File: src/rtl/secret_gen.sv
// rtl/secret_gen.sv - four-digit distinct-BCD secret generator driven by a free-running LFSR
//
// Ports:
//   clk    : single clock, all state updates on the rising edge
//   rst    : synchronous active-low reset
//   start  : level-sampled request for a new secret (only honoured in IDLE)
//   answer : committed secret, digit1 in [15:12] .. digit4 in [3:0]
//   valid  : answer holds a complete, legal secret
//   busy   : a generation is in progress
//   done   : one-cycle pulse in the cycle a new answer is committed
module secret_gen #(
  parameter logic [15:0] SEED         = 16'hACE1,
  parameter int          MAX_TRIES    = 64,
  parameter logic [15:0] RESET_ANSWER = 16'h1234
) (
  input  logic        clk,
  input  logic        rst,
  input  logic        start,
  output logic [15:0] answer,
  output logic        valid,
  output logic        busy,
  output logic        done
);

  // An all-zero seed would lock the LFSR, so it is replaced by 1.
  localparam logic [15:0] SEED_EFF = (SEED == 16'h0000) ? 16'h0001 : SEED;
  localparam int          TW       = $clog2(MAX_TRIES + 1);

  typedef enum logic [1:0] {IDLE, DRAW, COMMIT} state_t;

  state_t        state, state_nx;
  logic [15:0]   lfsr;
  logic [1:0]    slot;
  logic [TW-1:0] tries;
  logic [9:0]    used;     // one-hot set of digits accepted in this generation
  logic [15:0]   staging;  // digits shift in from the bottom, first digit ends in [15:12]

  logic [3:0]    cand;
  logic [15:0]   used_ext;
  logic          cand_ok;
  logic          last_try;
  logic          take;
  logic [3:0]    fill;
  logic [3:0]    digit;
  logic          fb;

  // x^16 + x^14 + x^13 + x^11 + 1, shifting toward the MSB.
  assign fb = lfsr[15] ^ lfsr[13] ^ lfsr[12] ^ lfsr[10];

  always_comb begin
    cand     = lfsr[3:0];
    used_ext = {6'b0, used};
    cand_ok  = (cand <= 4'd9) && !used_ext[cand];
    last_try = (tries == TW'(MAX_TRIES - 1));
    // Smallest unused digit; at most three are used so one always exists.
    fill = 4'd0;
    for (int i = 9; i >= 0; i--) begin
      if (!used[i]) fill = 4'(i);
    end
    take  = cand_ok || last_try;
    digit = cand_ok ? cand : fill;
  end

  always_comb begin
    state_nx = state;
    done     = 1'b0;
    case (state)
      IDLE:    if (start) state_nx = DRAW;
      DRAW:    if (take && slot == 2'd3) state_nx = COMMIT;
      COMMIT: begin
        done     = 1'b1;
        state_nx = IDLE;
      end
      default: state_nx = IDLE;
    endcase
  end

  always_ff @(posedge clk) begin
    if (!rst) begin
      state   <= IDLE;
      lfsr    <= SEED_EFF;
      answer  <= RESET_ANSWER;
      valid   <= 1'b1;
      busy    <= 1'b0;
      slot    <= 2'd0;
      tries   <= '0;
      used    <= '0;
      staging <= '0;
    end else begin
      state <= state_nx;
      lfsr  <= {lfsr[14:0], fb};
      case (state)
        IDLE: begin
          if (start) begin
            slot  <= 2'd0;
            tries <= '0;
            used  <= '0;
            valid <= 1'b0;
            busy  <= 1'b1;
          end
        end
        DRAW: begin
          if (take) begin
            staging <= {staging[11:0], digit};
            used    <= used | (10'b1 << digit);
            slot    <= slot + 2'd1;
            tries   <= '0;
          end else begin
            tries <= tries + TW'(1);
          end
        end
        COMMIT: begin
          answer <= staging;
          valid  <= 1'b1;
          busy   <= 1'b0;
        end
        default: ;
      endcase
    end
  end

endmodule

File: config.mk
export PLATFORM = sky130hd
export DESIGN_NAME = secret_gen
export DESIGN_NICKNAME = d
export VERILOG_FILES = /design/src/rtl/secret_gen.sv
export SDC_FILE = /design/constraint.sdc
export NUM_CORES = 1
export LEC_CHECK = 0
export BUFFER_PORTS_ARGS = -buffer_cell sky130_fd_sc_hd__buf_4
export CAP_MARGIN = 15
export CORE_ASPECT_RATIO = 1.1
export CORE_MARGIN = 1.5
export CORE_UTILIZATION = 63
export DETAILED_ROUTE_END_ITERATION = 6
export PLACE_DENSITY = 0.81
export REMOVE_ABC_BUFFERS = 1
export SLEW_MARGIN = 20
export SYNTH_ARGS = -nofsm -noshare
export SYNTH_HDL_FRONTEND = slang
export SYNTH_SLANG_ARGS = --single-unit
File: constraint.sdc
create_clock -name clk -period 3.8 [get_ports clk]
set_clock_uncertainty 0.15 [all_clocks]
set_input_delay 0 -clock clk [delete_from_list [all_inputs] [get_ports clk]]
set_output_delay 0 -clock clk [all_outputs]
set_load 0.03 [all_outputs]
# Yosys cells after proc, flatten, opt, wreduce, memory -nomap -nowiden
# Index checks and enable logic that the tools add are counted.
word_totals:
  ff_bits: 71
  latch_bits: 0
  ram_bits: 0
  rom_bits: 0
  input_bits: 3
  output_inout_bits: 19
  elab_cells: 67
  memories: 0
op_classes:
  n_addsub: 2
  mul: 0
  div_mod_pow: 0
  order_cmp: 2
  n_eq_ne: 7
  shift: 1
  n_mux: 30
  bitwise: 4
  reduce_logical: 12
op_table:
  columns: ["op", "count"]
  rows:
  - ["4-bit two-way mux", 11]
  - ["10-bit two-way mux", 2]
  - ["10-bit one-hot mux with 2 select lines", 1]
  - ["7-bit two-way mux", 2]
  - ["7-bit one-hot mux with 2 select lines", 1]
  - ["10-bit OR", 1]
  - ["1-bit by 4-bit left shift with 10-bit output (first input constant)", 1]
  - ["2-bit two-way mux", 4]
  - ["2-bit one-hot mux with 2 select lines", 2]
  - ["2-bit AND reduction", 4]
  - ["7-bit by 1-bit adder with 7-bit output (second input constant)", 1]
  - ["7-bit by 6-bit == test with 1-bit output (second input constant)", 1]
  - ["2-bit inequality test (second input constant)", 3]
  - ["4-bit by 5-bit < comparator with 1-bit output (second input constant)", 1]
  - ["1-bit binary-select mux with 4-bit select", 1]
  - ["2-bit == test (second input constant)", 2]
  - ["4-bit <= comparator (second input constant)", 1]
  - ["1-bit two-way mux", 4]
  - ["1-bit one-hot mux with 2 select lines", 2]
  - ["2-bit nonzero test", 2]
  - ["3-bit AND reduction", 1]
  - ["1-bit XOR", 3]
  - ["2-bit by 1-bit adder with 2-bit output (second input constant)", 1]
  - ["2-bit by 1-bit == test with 1-bit output (second input constant)", 1]
  - ["4 further kinds", 5]

# Logic depth before layout (Yosys ltp)
depth:
  word_depth: 15
  ltp_mapped: 8
  mapped_depth_nobuf: 6

# Worst setup path before layout
# No wires, ideal clock.
synth_path:
  kind: "register to register"
  from: "reg lfsr[0]"
  to: "reg used[6]"
  setup_time_ns: 0.117
  arrival_time_ns: 1.742
  required_ns: 3.533
  setup_slack_ns: 1.790
  path_stages_with_launch: 7
  n_path_buf: 1
  synth_period_minus_slack_ns: 2.010
  path_cell_list: "dfxtp_1 -> buf_6 -> mux2_4 -> a221o_1 -> nor2_2 -> o32ai_2 -> a32o_1"
synth_between:
  elab_chain_len: 9
  elab_cells_between_ends: 13
  cone_classes: "order compare: 1; eq/ne: 1; shift: 1; mux: 5; bitwise: 1; reduce/logical: 4"
synth_rtl:
  columns: ["item", "line", "rtl"]
  rows:
  - ["start, declared", "32", "logic [15:0] lfsr;"]
  - ["start signal, assigned", "91", "lfsr <= {lfsr[14:0], fb};"]
  - ["1-bit binary-select mux with 4-bit select", "53", "cand_ok = (cand <= 4'd9) && !used_ext[cand];"]
  - ["1-bit two-way mux (not written as such)", "53", null]
  - ["1-bit zero test", "53", null]
  - ["1-bit logical AND", "53", null]
  - ["4-bit two-way mux", "61", "digit = cand_ok ? cand : fill;"]
  - ["1-bit by 4-bit left shift with 10-bit output", "105", "used <= used | (10'b1 << digit);"]
  - ["10-bit OR", "105", null]
  - ["10-bit two-way mux", "103", "if (take) begin"]
  - ["10-bit one-hot mux with 2 select lines", "92", "case (state)"]
  - ["end signal, assigned", "105", null]
  - ["end, declared", "35", "logic [9:0] used;"]
# Parallel ways exist; a longest one is shown, timed or not. The select of a mux whose other input is x is not followed.
# A chain may end at the register's enable or synchronous reset.

# Worst setup path after layout
layout_path:
  from: "reg lfsr[0]"
  to: "reg tries[6]"
layout_between:
  elab_chain_len: 7
  elab_cells_between_ends: 8
  cone_classes: "order compare: 1; mux: 4; reduce/logical: 3"
layout_rtl:
  columns: ["item", "line", "rtl"]
  rows:
  - ["1-bit binary-select mux with 4-bit select", "53", null]
  - ["1-bit two-way mux (not written as such)", "53", null]
  - ["1-bit zero test", "53", null]
  - ["1-bit logical AND *", "53", null]
  - ["1-bit logical OR *", "60", "take = cand_ok || last_try;"]
  - ["7-bit two-way mux *", "103", null]
  - ["7-bit one-hot mux with 2 select lines *", "92", null]
  - ["end signal, assigned", "109", "tries <= tries + TW'(1);"]
  - ["end, declared", "34", "logic [TW-1:0] tries;"]
# Every way passes the cells marked *; elsewhere a longest branch is shown, timed or not. The select of a mux whose other input is x is not followed.

==> metrics.md <==
| Metric | Value |
|---|---|
| Run status | completed |
| Hold Vio Cnt, Final | 0 |
| Layout cells sized above 1 | 0.1521 |
| Clock period minus worst slack | 2.679 ns |
| CP cell instances | mux4_2, and2_1, o21ai_1, a311o_1, a21oi_1, dlygate4sd3_1 |
| Post-synthesis xor/xnor area fraction | 0.01172 |
| Grt ovf | 0 |
| ANT nets after route | 0 |
| Cell area power density | 459.7 nW/µm² |
| P&R area growth vs syn | 12.64% |
| Total power after layout | 1.548 mW |
| Initial core utilization | 0.6471 |
| Die ar. | 5167 µm² |
| Critical Path End Type | flop |
| CTS Hold Bufs | 3 |
| CTS sink count | 71 |
| Worst Path Arrival | 2.76 ns |
| Residual DRC count | 0 |
| DPL Wire Length | 4156 µm |
| EDFF count, synth | 0 |
| Min-delay src | lfsr[4] |
| Crit Path Category | reg2reg |
| Drt wl/cell | 15.01 µm |
| Crit path launch type | flop |
| Mapped cell area | 2989 µm² |
| Yosys cell types | 55 |
| Root Buffer Master | clkbuf_8 |
| CTS Buf Count | 9 |
| IO Port Bufs | 21 |
| Static leakage | 1.253 nW |
| Synth Area in Compound Gates | 0.2202 |
| Top FF cell, synth | dfxtp_1 |
| Req. time, crit path | 3.88 ns |
| Largest net degree at the start of global routing | 36 |
| Vias in the first global route | 2189 |
| CORE AREA | 4619 µm² |
| Post-synthesis sequential area ratio | 0.4755 |
| Placement Rows | 26 |
| Chip Width | 68.68 µm |
| Setup Viol. Count Final | 0 |
| Synth Warn # | 0 |
| Max_cap viols | 0 |
| Worst skew pair latency | 0.35 ns |
| Mux contribution to synthesized area | 0.03098 |
| IO Pins | 22 |
| Period utilisation layout | 0.7050 |
| Post-Synth Simple-Gate Area | 0.2110 |
| Hold Worst Slack | 0.2594 ns |
| Max_slew headroom | 0.4667 |
| Antenna violations before repair | 0 |
| Worst hold path type | reg2reg |
| 1st-iter DRT viols | 290 |
| Achievable Freq | 373.3 MHz |
| Reg clk slew, reported paths | 0.07 ns |
| DR pass1 iterations | 5 |
| Top cell type's share of synthesized area | 0.4755 |
| Post-Route WL | 6170 µm |
| Worst Setup SP | lfsr[0] |
| Post-CTS sizing | 0 |
| Count of pins over their slew limit | 0 |
| Mapped Cells | 333 |
| TNS Setup | 0 ns |
| H-Tree Level Count | 3 |
| Slowest cell delay on critical path | 0.57 ns |
| Yosys reg bits | 71 |
| Via/cell ratio | 6.027 |
| Via Count | 2477 |
| Critical path peak fanout | 8 |
| Most common cell in the netlist | dfxtp_1 |
| CTS tree | yes |
| Global-route wire length before repair | 10060 µm |
| Overall routing resource usage | 0.2633 |
| Unrepaired setup endpoints after global routing | no |
| Commonest cells in the synthesized netlist | dfxtp_1 (71), nand2_1 (52), a21oi_1 (34) |
| Reg2Reg Launch Point | lfsr[0] |
| Max rail drop VDD | 304.6 µV |
| Synth Area per Inst | 8.976 µm² |
| Largest family of logic cells by synthesized area | compound AO/OA/AOI/OAI gates |
| Bufs on Longest Clock Path | 2 |
| # diodes | 0 |
| Area leader, netlist | dfxtp_1 |
| Asr flop ratio synth | 0 |
| Setup Buffers After CTS | 0 |
| Die Span Y | 75.25 µm |
| GPL Wtd Cong | 0.9619 |
| Largest cells by area after synthesis | dfxtp_1 (48%), nand2_1 (6.5%), a21oi_1 (5.7%) |
| Adder-cell share of the synthesized area | 0.008372 |
| Layout Utilization | 0.7289 |
| Actual slew at the worst max-slew pin | 0.7998 ns |
| CP max stage cell | mux4_2 |
| Nets | 355 |
==> cell type report <==
class / count / area [µm²]
Multi-Input combinational cell: 235 / 1441
Tap cell: 56 / 70.07
Fill cell: 360 / 1252
Clock buffer: 10 / 137.6
Clock inverter: 6 / 60.06
Sequential cell: 71 / 1421
Timing Repair Buffer: 28 / 217.7
Inverter: 5 / 18.77
==> critical path: cells and delay by family (launching register included) <==
family	cells	cell delay (ns)
buffers and inverters	1	0.56
DFF	1	0.54
and+or+nand+nor	1	0.24
AOI/OAI and AO/OA	3	0.52
muxes	1	0.57
==> metal layers <==
metal	part of all wire	GRT usage	vias to the layer above
met4	0.017	0.1089	0
met1	0.45	0.3242	1169
met3	0.045	0.07175	10
met5	0	0	-
met2	0.49	0.4327	64
li1	-	-	1234
==> flip-flops by register name (all words and copies together), names as in the netlist <==
register and count:
answer 16, busy 1, lfsr 16, slot 2, staging 16, state 2, tries 7, used 10
valid 1
==> path summary, 6_finish.rpt <==
kind	to	slack (ns)	cells past startpoint
worst max-delay path	tries[6]	1.12	6
worst min-delay path	lfsr[5]	0.26	1
worst max register to register	tries[6]	1.12	6
worst min register to register	lfsr[5]	0.26	1
==> cell usage in the layout, fill, tap and decap left out, types with 4 or more instances in the layout <==
master / instances
dfxtp_1: 71
nand2_1: 52
a21oi_1: 34
buf_4: 25
nand3_1: 23
o21ai_0: 18
and2_1: 11
nand2b_1: 10
a32o_1: 10
clkbuf_8: 10
nor2_1: 7
and3_1: 5
mux2i_1: 4
a311oi_1: 4
a31o_2: 4
==> per-stage QoR <==
| step | cells | setup WS, ns | instance area [µm²] |
|---|---|---|---|
| after global placement | 392 | 1.168 | 3139 |
| final | 411 | 1.121 | 3367 |
| after detailed placement | 392 | 1.073 | 3139 |
| after floorplan | 311 | 1.430 | 2882 |
| after global routing | 411 | 0.9269 | 3367 |
| after CTS | 411 | 1.083 | 3367 |
==> where the power goes <==
part           internal [mW]  switching (mW)  total, mW
Clock                  0.317           0.279      0.596
Combinational         0.0588          0.0963      0.155
Sequential             0.770          0.0260      0.796
==> cell families after synthesis <==
family | Yosys count
fa+ha+maj | 2
buf+inv | 27
flops | 71
xor+xnor | 4
compound gates | 95
simple gates | 127
mux | 7
No activity file was read; power rests on OpenSTA's default activity.
